File: src/rtl/audio_pkg.sv
// Shared audio types: sample width, the silence code and the stereo pair
// layout used by the feeder, the DAC wrapper and mixers.
package audio_pkg;

  localparam int SAMPLE_W = 8;

  // Excess-128 samples: mid-scale is silence.
  localparam logic [SAMPLE_W-1:0] SILENCE = 8'h80;

  // Left channel occupies the upper byte.
  typedef struct packed {
    logic [SAMPLE_W-1:0] left;
    logic [SAMPLE_W-1:0] right;
  } stereo_pair_t;

  localparam stereo_pair_t SILENT_PAIR = '{left: SILENCE, right: SILENCE};

  function automatic stereo_pair_t make_pair(input logic [SAMPLE_W-1:0] l,
                                             input logic [SAMPLE_W-1:0] r);
    stereo_pair_t p;
    p.left  = l;
    p.right = r;
    return p;
  endfunction

endpackage

File: src/rtl/sync_fifo.sv
// Single-clock FIFO with a registered read port. The read register is
// written only on a read request; a request on an empty FIFO loads FILL so
// the consumer gets a defined value without an extra mux stage.
module sync_fifo #(
  parameter int                 WIDTH = 16,
  parameter int                 DEPTH = 16,
  parameter logic [WIDTH-1:0]   FILL  = '0
) (
  input  logic                       clk,
  input  logic                       reset_n,
  input  logic                       wr_en,
  input  logic [WIDTH-1:0]           wr_data,
  input  logic                       rd_en,
  output logic [WIDTH-1:0]           rd_data,
  output logic [$clog2(DEPTH):0]     level,
  output logic                       full,
  output logic                       empty
);

  localparam int PTR_W = $clog2(DEPTH);
  localparam int LVL_W = PTR_W + 1;

  logic [WIDTH-1:0] mem [DEPTH];
  logic [PTR_W-1:0] wr_ptr_reg;
  logic [PTR_W-1:0] rd_ptr_reg;
  logic [LVL_W-1:0] level_reg;
  logic [LVL_W-1:0] level_next;
  logic [WIDTH-1:0] rd_data_reg;
  logic             wr_fire;
  logic             rd_fire;

  // Full/empty come from the level register only, so the write-side ready
  // has no combinational path from the request inputs.
  assign full    = (level_reg == LVL_W'(DEPTH));
  assign empty   = (level_reg == '0);
  assign wr_fire = wr_en && !full;
  assign rd_fire = rd_en && !empty;
  assign level   = level_reg;
  assign rd_data = rd_data_reg;

  // Level bookkeeping: simultaneous push and pop leave it unchanged.
  always_comb begin
    level_next = level_reg;
    case ({wr_fire, rd_fire})
      2'b10:   level_next = level_reg + LVL_W'(1);
      2'b01:   level_next = level_reg - LVL_W'(1);
      default: level_next = level_reg;
    endcase
  end

  // Storage array: write only, no reset so it maps onto RAM.
  always_ff @(posedge clk) begin
    if (wr_fire) begin
      mem[wr_ptr_reg] <= wr_data;
    end
  end

  // Pointers and level; pointers wrap naturally at DEPTH.
  always_ff @(posedge clk) begin
    if (!reset_n) begin
      wr_ptr_reg <= '0;
      rd_ptr_reg <= '0;
      level_reg  <= '0;
    end else begin
      if (wr_fire) wr_ptr_reg <= wr_ptr_reg + PTR_W'(1);
      if (rd_fire) rd_ptr_reg <= rd_ptr_reg + PTR_W'(1);
      level_reg <= level_next;
    end
  end

  // Registered read; reads the old contents when a write lands the same edge.
  always_ff @(posedge clk) begin
    if (!reset_n) begin
      rd_data_reg <= FILL;
    end else if (rd_en) begin
      rd_data_reg <= rd_fire ? mem[rd_ptr_reg] : FILL;
    end
  end

endmodule

File: src/rtl/stereo_sample_feeder.sv
// Paces stereo PCM pairs from a loader FIFO out to the DACs, one pair per
// prescaler period, substituting silence and flagging underrun when starved.
module stereo_sample_feeder
  import audio_pkg::*;
#(
  parameter int DEPTH    = 16,
  parameter int PRESCALE = 6999
) (
  input  logic                     clk,
  input  logic                     reset_n,
  input  logic                     enable,
  input  logic                     wr_valid,
  output logic                     wr_ready,
  input  logic [7:0]               wr_left,
  input  logic [7:0]               wr_right,
  output logic [7:0]               left_sample,
  output logic [7:0]               right_sample,
  output logic                     sample_strobe,
  output logic                     underrun,
  input  logic                     clear_underrun,
  output logic [$clog2(DEPTH):0]   level
);

  localparam int CNT_W = (PRESCALE < 1) ? 1 : $clog2(PRESCALE + 1);

  logic [CNT_W-1:0] count_reg;
  logic [CNT_W-1:0] count_next;
  logic             tick;
  logic             strobe_reg;
  logic             underrun_reg;
  logic             underrun_next;
  logic             fifo_full;
  logic             fifo_empty;
  stereo_pair_t     wr_pair;
  stereo_pair_t     rd_pair;

  assign wr_pair = make_pair(wr_left, wr_right);

  // Loader FIFO; its read register doubles as the DAC output register.
  sync_fifo #(
    .WIDTH (2 * SAMPLE_W),
    .DEPTH (DEPTH),
    .FILL  (SILENT_PAIR)
  ) u_fifo (
    .clk     (clk),
    .reset_n (reset_n),
    .wr_en   (wr_valid),
    .wr_data (wr_pair),
    .rd_en   (tick),
    .rd_data (rd_pair),
    .level   (level),
    .full    (fifo_full),
    .empty   (fifo_empty)
  );

  // Prescaler next value and sample-slot tick; frozen while disabled.
  always_comb begin
    count_next = count_reg;
    tick       = enable && (count_reg == CNT_W'(PRESCALE));
    if (enable) begin
      count_next = tick ? '0 : count_reg + CNT_W'(1);
    end
  end

  // Sticky underrun: a starved slot overrides a same-cycle clear.
  always_comb begin
    underrun_next = underrun_reg;
    if (clear_underrun) underrun_next = 1'b0;
    if (tick && fifo_empty) underrun_next = 1'b1;
  end

  // Prescaler, strobe and underrun registers.
  always_ff @(posedge clk) begin
    if (!reset_n) begin
      count_reg    <= '0;
      strobe_reg   <= 1'b0;
      underrun_reg <= 1'b0;
    end else begin
      count_reg    <= count_next;
      strobe_reg   <= tick;
      underrun_reg <= underrun_next;
    end
  end

  assign wr_ready      = !fifo_full;
  assign left_sample   = rd_pair.left;
  assign right_sample  = rd_pair.right;
  assign sample_strobe = strobe_reg;
  assign underrun      = underrun_reg;

endmodule

File: config.mk
export PLATFORM = sky130hd
export DESIGN_NAME = stereo_sample_feeder
export DESIGN_NICKNAME = d
export VERILOG_FILES = /design/src/rtl/audio_pkg.sv /design/src/rtl/sync_fifo.sv /design/src/rtl/stereo_sample_feeder.sv
export SDC_FILE = /design/constraint.sdc
export NUM_CORES = 1
export LEC_CHECK = 0
export ABC_CLOCK_PERIOD_IN_PS = 8700
export CAP_MARGIN = 5
export CORE_ASPECT_RATIO = 0.6
export CORE_MARGIN = 4
export CORE_UTILIZATION = 40
export DETAILED_ROUTE_END_ITERATION = 8
export PLACE_DENSITY_LB_ADDON = 0.12
export SLEW_MARGIN = 10
export SYNTH_ARGS = -nofsm -noshare
export SYNTH_HDL_FRONTEND = slang
export SYNTH_SLANG_ARGS = --single-unit
File: constraint.sdc
create_clock -name clk -period 8.7 [get_ports clk]
set_clock_uncertainty 0.05 [all_clocks]
set_input_delay 1.305 -clock clk [delete_from_list [all_inputs] [get_ports clk]]
set_output_delay 1.305 -clock clk [all_outputs]
set_load 0.005 [all_outputs]
======== After elaboration in Yosys (flattened, before gate mapping) ========
Memories as Yosys holds them, arrays and structs flattened. A register that Yosys moved wholly into a read port is not among the register bits.
Cells that the tools add are included.
W data, S select, Z words.
storage, ports and cells
  output and inout port bits .............. 24
  logic and storage cells ................. 35
  latch bits .............................. 0
  input port bits ......................... 21
  bits in writable memories ............... 256
  memory bits (read-only) ................. 0
  register bits ........................... 44
  memories ................................ 1
cells by class
  multiplexer cells ....................... 9
  reductions and logical operators ........ 9
  eq/ne operators ......................... 4
  div/mod/pow operators ................... 0
  $add $sub $neg .......................... 5
  bitwise gates (word level) .............. 0
  shift-type cells ........................ 0
  order comparisons ....................... 0
  multiply operators ...................... 0
memory list
  name        depth  width  read ports  clocked after Yosys merged registers in  wr ports  RTL line         source
  u_fifo.mem  16     16     1           1                                        1         sync_fifo.sv:23  logic [WIDTH-1:0] mem [DEPTH];
operator list
  kind                     count
  $mux W16                 1
  $add A13 B1 Y13 const B  1
  $eq A13 B13 Y1 const B   1
  $mux W13                 1
  $pmux W5 S2              1
  $add A4 B1 Y4 const B    2
  $mux W4                  2
  $add A5 B1 Y5 const B    1
  $eq A5 B5 Y1 const B     1
  $logic_not A5 Y1         1
  $sub A5 B1 Y5 const B    1
  $logic_and A1 B1 Y1      4
  $mux W1                  4
  $reduce_bool A2 Y1       2
  $eq A2 B1 Y1 const B     1
  $eq A2 B2 Y1 const B     1
  $logic_not A1 Y1         2

======== Depth between registers and ports, before layout ========
Gate-level depths: netlist of run 1.
  depth after elaboration ................. 5
  mapped depth ............................ 13
  gate-level depth less buffers ........... 11

======== Modules after synthesis ========
A second synthesis of run 1 with hierarchy kept.
unflattened totals
  cell total of the unflattened synthesis .. 622
  area, all modules ....................... 12046.6 um^2
modules (own cells, without submodules)
  module                area an instance (um^2)  times used  sequential area each (um^2)  cells an instance
  sync_fifo             11364.6                  1           8348.0                       546
  stereo_sample_feeder  681.9                    1           300.3                        76

======== Least setup slack after synthesis of run 1 ========
Ideal clock, no wire load.
  path type ............................... in2reg
  start ................................... input wr_valid
  end ..................................... memory u_fifo.mem[0][0] (enable)
  arrival ................................. 2.991 ns
  setup slack ............................. 5.250 ns
  setup time .............................. 0.409 ns
  stages .................................. 3
  path buffers ............................ 0
  data required time ...................... 8.241 ns
  cell sequence ........................... a21boi_1 nand2_1 nor3_1
on the way
  cells in the longest elaborated chain, start to end .. 3
RTL lines
  item                           RTL line                    source
  start: declaration             stereo_sample_feeder.sv:12  input logic wr_valid,
  $logic_and A1 B1 Y1            sync_fifo.sv:36             assign wr_fire = wr_en && !full;
  $mux W1                        sync_fifo.sv:53             if (wr_fire) begin
  $mux W1 (not written as such)  sync_fifo.sv:54             mem[wr_ptr_reg] <= wr_data;
  end: declaration               sync_fifo.sv:23
Every way passes these cells.

======== Worst setup path in the final report of run 1 ========
  start ................................... input enable
  end ..................................... register u_fifo.level_reg[2] (netlist: u_fifo.level[2])
on the way
  cells in the longest elaborated chain, start to end .. 4
  elaborated cells between the ends (all ways) .. 6
  classes of those cells .................. 2 x eq/ne; 1 x mux; 3 x reduce/logical
RTL lines
  item                                               RTL line                    source
  start: declaration                                 stereo_sample_feeder.sv:11  input logic enable,
  $logic_and A1 B1 Y1 *                              stereo_sample_feeder.sv:59  tick = enable && (count_reg == CNT_W'(PRESCALE));
  $logic_and A1 B1 Y1 *                              sync_fifo.sv:37             assign rd_fire = rd_en && !empty;
  named net u_fifo.rd_fire                           sync_fifo.sv:30             logic rd_fire;
  $eq A2 B1 Y1 or $eq A2 B2 Y1 (tied branches)       sync_fifo.sv:44             case ({wr_fire, rd_fire})
  $pmux W5 S2 or $reduce_bool A2 Y1 (tied branches)  n/a
  end signal: assignment                             sync_fifo.sv:67             level_reg <= level_next;
  end: declaration                                   sync_fifo.sv:26             logic [LVL_W-1:0] level_reg;
Mark *: on every way through the listed nets, which the timed path passes. The rest lies on a longest branch.
A chain may end at the register's enable or synchronous reset.

==> results of run 1 <==
[critical path, delay by kind of cell]
family	cells	cell delay (ns)
simple gates	4	1.08
buf+inv	1	0.61
fa+ha+maj	2	0.54
compound gates	2	0.38
xor+xnor	2	0.24
[logic make-up after synthesis]
kind of cell | after synthesis
AOI/OAI and AO/OA | 28
xor gates and xnor gates | 18
adders and majority gates | 9
buffers and inverters | 45
DFF | 304
muxes | 97
and+or+nand+nor | 147
[cell usage after synthesis, drive strengths merged (2+ instances only)]
master,count
edfxtp,256
mux4,67
dfxtp,48
nor2,35
nand2,30
mux2,26
clkbuf,23
nand3,20
nand4,16
nand4b,14
buf,13
ha,9
xnor2,9
xor2,9
inv,8
a21oi,7
nor3,7
nand2b,6
nor4,5
mux2i,4
a31oi,3
o21ai,3
and3,2
nand3b,2
nand4bb,2
o211ai,2
o22a,2
or3,2
or4,2
[through the flow]
step	util	area [um2]
finish	0.478	13900
global route	0.478	13900
CTS	0.478	13900
detailed placement	0.445	12900
global placement	0.445	12900
floorplan	-	11900
[layout make-up]
class	instances	area, um2
clock inverter	8	65.1
clock buffer	44	872
inverter	9	33.8
sequential	304	8650
tap	400	500
multi-input combinational	299	3160
fill	2452	15200
timing repair buffer	65	598
[power breakdown]
group / internal (mW) / switching, mW / total (mW)
Sequential: 1.60 / 0.00715 / 1.60
Combinational: 0.0353 / 0.0553 / 0.0906
Clock: 0.716 / 0.519 / 1.23
[worst max-delay path by stage]
stage / endpoint / slack [ns] / depth (start not counted)
floorplan: u_fifo.mem[0][0]$_DFFE_PP_ / 5.25 / 3
CTS: u_fifo.level[2]$_SDFFE_PN0P_ / 5.05 / 11
detailed placement: u_fifo.level[2]$_SDFFE_PN0P_ / 4.48 / 11
global placement: u_fifo.level[2]$_SDFFE_PN0P_ / 4.60 / 11
global route: u_fifo.level[2]$_SDFFE_PN0P_ / 4.73 / 11
finish: u_fifo.level[2]$_SDFFE_PN0P_ / 4.96 / 11
[routing by layer]
| metal | part of all wire | track usage |
|---|---|---|
| met1 | 0.47 | 0.256 |
| met5 | 0 | 0 |
| met4 | 0.015 | 0.0288 |
| met3 | 0.068 | 0.0417 |
| met2 | 0.44 | 0.257 |
[cell usage in the layout, fill, tap and decap left out, drive strengths merged, types with 3 or more instances in the layout]
master	n
a21oi	7
a31oi	3
buf	21
clkbuf	44
clkdlybuf4s50	44
clkinv	7
dfxtp	48
edfxtp	256
ha	9
inv	8
mux2	26
mux2i	4
mux4	67
nand2	30
nand2b	6
nand3	20
nand4	16
nand4b	14
nor2	35
nor3	7
nor4	5
o21ai	3
xnor2	9
xor2	9
==> results.py, run 1 <==
metrics = {
    "yosys": {
        "yosysUniqueCellTypes": 48,
        "synth_top_family_by_area": "multiplexers",
        "synthFlopType": "edfxtp_1",
        "synth_compound_area_frac": 0.0162,
        "synthesis.nets": 678,
        "netlist.area_leader.share": 0.645,
        "synth_top_area_cell": "edfxtp_1",
        "ys_seq_area_frac": 0.725,
        "synthCells": 648,
        "syn_area_per_cell_um2": 18.4,
        "synth-async-reset-ratio": 0,
        "synth_edf_count": 256,
        "synthAdderAreaFrac": 0.00944,
        "muxShareOfSynthArea": 0.154,
        "netlist_area_um2": 11900,
        "ys_ff_latch": 304,
        "yosys-top-cells-area": "edfxtp_1 64%, mux4_2 13%, dfxtp_1 8.1%, mux2_2 2.5%, nor2_1 1.1%",
        "yosys.area_share.simple": 0.0661,
        "synth_xor_area_frac": 0.0132,
        "ys_warn_count": 0,
    },
    "sta": {
        "fin_crit_ns": 3.74,
        "fmax_mhz": 268,
        "rsz0062_at_grt": "false",
        "slew_headroom": 0.249,
        "worst_pin_slew_ns": 1.12,
        "whs_ns": 0.413,
        "tns_ns": 0,
        "finalCritPeriodShare": 0.429,
        "hold_viol_final": 0,
        "timing.final.ws_setup_ns": 4.96,
        "setup_viol": 0,
        "final-max-slew-violation-count": 0,
    },
    "global_routing": {
        "grt_usage": 0.170,
        "grt_max_degree": 56,
        "overflow": 0,
        "grt_pass1_wl_um": 41400,
        "grt_pass1_vias": 6275,
        "antenna_found_initial": 0,
    },
    "worst_setup_path": {
        "slowest_delay_ns": 0.61,
        "cp_slowest_cell": "clkdlybuf4s50_1",
        "r2r_end": "u_fifo.level[2]$_SDFFE_PN0P_",
        "start_kind": "primary input",
        "cp-startpoint": "enable",
        "cp.arrival_ns": 4.15,
        "cp-end-kind": "flop",
        "path_cells": "clkdlybuf4s50_1 -> nand3_2 -> nor2_1 -> and2_1 -> ha_1 -> xor2_1 -> ha_1 -> a21oi_1 -> xnor2_1 -> or3_1 -> a21oi_1",
        "setup.worst_path.class": "primary input to flop",
        "required_ns": 9.11,
        "r2r_start": "u_fifo.level[2]$_SDFFE_PN0P_",
        "r2r_slack_ns": 5.46,
        "cp_max_fo": 8,
        "reg2reg_depth": 12,
    },
    "floorplan": {
        "num_rows": 48,
        "io_pins": 45,
        "die_x_um": 231,
        "initial_utilization": 0.410,
        "die_h_um": 142,
        "dieArea_um2": 32700,
        "coreArea_um2": 29100,
    },
    "clock_tree": {
        "holdBufCountCts": 0,
        "cts_tree": "yes",
        "numCtsBuffers": 29,
        "cts.repair.resized": 0,
        "clock-sinks": 304,
        "clk_pin_slew_ns": 0.06,
        "cts_max_path_buffers": 3,
        "root_buffer": "clkbuf_16",
        "postCtsSetupRepairBufs": 0,
        "clock_latency_ns": 0.54,
        "cts.htree.levels": 1,
    },
    "min_path": {
        "hp-start": "u_fifo.rd_data[0]$_SDFFE_PN0N_",
        "worstHoldEndpoint": "u_fifo.rd_data[0]$_SDFFE_PN0N_",
        "min_path_type": "flop to flop",
        "worstHoldPathCells": 2,
    },
    "placed_design": {
        "hpwl_um": 16300,
        "gp_congestion": 0.742,
        "pre_cts_ws_ns": 4.48,
        "io_buffers": 44,
        "place_inst": 1077,
    },
    "power": {
        "power_density_nw_per_um2": 211,
        "irDropWorstVdd_mv": 0.192,
        "leakage_nw": 4.33,
        "p_total_mw": 2.93,
    },
    "final_layout": {
        "largest_reg_flops": 256,
        "diodes": 0,
        "layout.nets": 738,
        "layout-drive-gt1-share": 0.248,
        "area_growth_pct": 16.5,
        "finalNonFillerCells": 1129,
    },
    "drt": {
        "drtAntennaViolNets": 0,
        "drt-pass1-iter-count": 5,
        "routed_wl_um": 27400,
        "via_per_inst": 5.46,
        "drt_iter0_drc": 407,
        "wl_per_cell_um": 24.3,
        "dr_total_vias": 6162,
        "drcViolationCount": 0,
    },
    "flow_run": {
        "max_cap_violations": 0,
    },
    "outcome": {
        "status": "finished clean",
    },
}
Power figures use the tool's default switching activity.
==> inputs of run 2 (changes only) <==
--- a/config.mk
+++ b/config.mk
@@ -5,7 +5,7 @@
 export SDC_FILE = /design/constraint.sdc
 export NUM_CORES = 1
 export LEC_CHECK = 0
-export ABC_CLOCK_PERIOD_IN_PS = 8700
+export ABC_CLOCK_PERIOD_IN_PS = 3600
 export CAP_MARGIN = 5
 export CORE_ASPECT_RATIO = 0.6
 export CORE_MARGIN = 4
==> constraint.sdc (replaced) <==
create_clock -name clk -period 3.6 [get_ports clk]
set_clock_uncertainty 0.05 [all_clocks]
set_input_delay 0.54 -clock clk [delete_from_list [all_inputs] [get_ports clk]]
set_output_delay 0.54 -clock clk [all_outputs]
set_load 0.005 [all_outputs]
==> run 2 against run 1 <==
Against the previous run:
- total power increased by 140%
- final cell count increased by 0.80%
- flip-flop and latch count unchanged
- sequential power increased by 140%
- register-to-register slack got worse by 4.7 ns
- clock power increased by 140%
- non-clock buffer count increased by 10
- first-iteration DRC count increased by 21%
- design area increased by 0.44%
- largest power group unchanged
==> results.py, run 2 (synthesis results as in run 1) <==
metrics = {
    "final_layout": {
        "layout-drive-gt1-share": 0.253,
        "layout_commonest_cell": "edfxtp_1",
        "layout.nets": 748,
        "finalCoreUtilization": 0.480,
        "layout_common_cells": "256 x edfxtp_1, 67 x mux4_2, 45 x dfxtp_1",
        "largest_reg_flops": 256,
        "fillCellCount": 2468,
        "diodes": 0,
        "area_growth_pct": 17.0,
    },
    "floorplan": {
        "num_rows": 48,
        "initial_utilization": 0.410,
        "die_h_um": 142,
        "dieArea_um2": 32700,
        "coreArea_um2": 29100,
        "die_x_um": 231,
        "io_pins": 45,
    },
    "sta": {
        "slew_headroom": 0.404,
        "setup_viol": 0,
        "tns_ns": 0,
        "hold_viol_final": 0,
        "worst_pin_slew_ns": 0.894,
        "rsz0062_at_grt": "false",
        "finalCritPeriodShare": 0.802,
        "final-max-slew-violation-count": 0,
        "fin_crit_ns": 2.89,
        "fmax_mhz": 346,
    },
    "global_routing": {
        "grt_pass1_wl_um": 41500,
        "overflow": 0,
        "grt_pass1_vias": 6342,
        "antenna_found_initial": 0,
        "grt_max_degree": 33,
        "grt_usage": 0.170,
    },
    "worst_setup_path": {
        "start_kind": "flop",
        "cp_slowest_cell": "nand4bb_1",
        "critPathTopFamily": "simple AND/OR/NAND/NOR gates",
        "cp.arrival_ns": 3.32,
        "setup.worst_path.class": "flop to flop",
        "cp-end-kind": "flop",
        "cp_max_fo": 8,
        "cp_num_buf_inv": 0,
        "slowest_delay_ns": 0.39,
        "path_cells": "nand4bb_1 -> nor2_1 -> and2_1 -> ha_1 -> xor2_1 -> ha_1 -> a21oi_1 -> xnor2_1 -> or3_1 -> a21oi_1",
        "required_ns": 4.03,
    },
    "placed_design": {
        "hpwl_um": 16300,
        "gp_congestion": 0.738,
        "io_buffers": 44,
    },
    "clock_tree": {
        "cts.htree.levels": 1,
        "numCtsBuffers": 29,
        "clk_pin_slew_ns": 0.06,
        "root_buffer": "clkbuf_16",
        "postCtsSetupRepairBufs": 0,
        "clock_latency_ns": 0.55,
        "holdBufCountCts": 0,
        "cts.repair.resized": 0,
        "cts_tree": "yes",
        "cts_max_path_buffers": 3,
        "clock-sinks": 304,
    },
    "drt": {
        "drt_iter0_drc": 491,
        "via_per_inst": 5.47,
        "drcViolationCount": 0,
        "drtAntennaViolNets": 0,
        "wl_per_cell_um": 24.4,
        "dr_total_vias": 6227,
        "drt-pass1-iter-count": 5,
        "routed_wl_um": 27700,
    },
    "flow_run": {
        "max_cap_violations": 0,
    },
    "power": {
        "leakage_nw": 4.37,
        "irDropWorstVdd_mv": 0.267,
        "power_density_nw_per_um2": 503,
    },
    "min_path": {
        "min_path_type": "flop to flop",
    },
    "outcome": {
        "status": "finished clean",
    },
}
==> run 2: worst reg2reg max path: cells and delay by family (launching register included) <==
kind / cells / cell delay [ns]
compound gates: 2 / 0.37
xor+xnor: 2 / 0.22
fa+ha+maj: 2 / 0.53
flops: 1 / 0.35
simple gates: 4 / 1.30
==> run 2: final timing paths <==
| check | startpoint | endpoint | slack [ns] | depth (start not counted) |
|---|---|---|---|---|
| min | u_fifo.rd_data[13]$_SDFFE_PN0N_ | u_fifo.rd_data[13]$_SDFFE_PN0N_ | 0.41 | 2 |
| min reg2reg | u_fifo.rd_data[13]$_SDFFE_PN0N_ | u_fifo.rd_data[13]$_SDFFE_PN0N_ | 0.41 | 2 |
| max reg2reg | count_reg[5]$_SDFFE_PN0P_ | u_fifo.level[2]$_SDFFE_PN0P_ | 0.71 | 10 |
| max | count_reg[5]$_SDFFE_PN0P_ | u_fifo.level[2]$_SDFFE_PN0P_ | 0.71 | 10 |
==> run 2: through the flow <==
stage                     setup WS, ns  area (um2)  hold WS [ns]  power (mW)  cells
after global routing             0.486       13900         0.444        7.27   1138
after global placement           0.403       13000         0.394        4.15   1087
after detailed placement         0.320       13000         0.393        4.17   1087
final                            0.712       13900         0.406        7.02   1138
after CTS                        0.736       13900         0.407        7.09   1138
after floorplan                  0.573       11900         0.385        4.04    648
==> run 2: area by class of cell <==
| class | instances | area (um2) | area share |
|---|---|---|---|
| multi-input cells | 299 | 3160 | 0.227 |
| flip-flops and latches | 304 | 8650 | 0.621 |
| well taps | 400 | 500 | 0.0359 |
| clock inverters | 12 | 105 | 0.00754 |
| repair buffers | 75 | 698 | 0.0501 |
| inverters | 9 | 33.8 | 0.00242 |
| clock buffers | 39 | 793 | 0.0569 |
==> run 2: metal layers <==
layer | GRT usage | part of all wire
met5 | 0 | 0
met4 | 0.0313 | 0.013
met3 | 0.0297 | 0.052
met2 | 0.251 | 0.44
met1 | 0.269 | 0.50
==> run 2: power by group <==
part	internal, mW	total, mW	switching (mW)
registers	3.86	3.87	0.0180
clock network	1.68	2.93	1.25
logic	0.0875	0.217	0.129
total	5.62	7.02	1.40
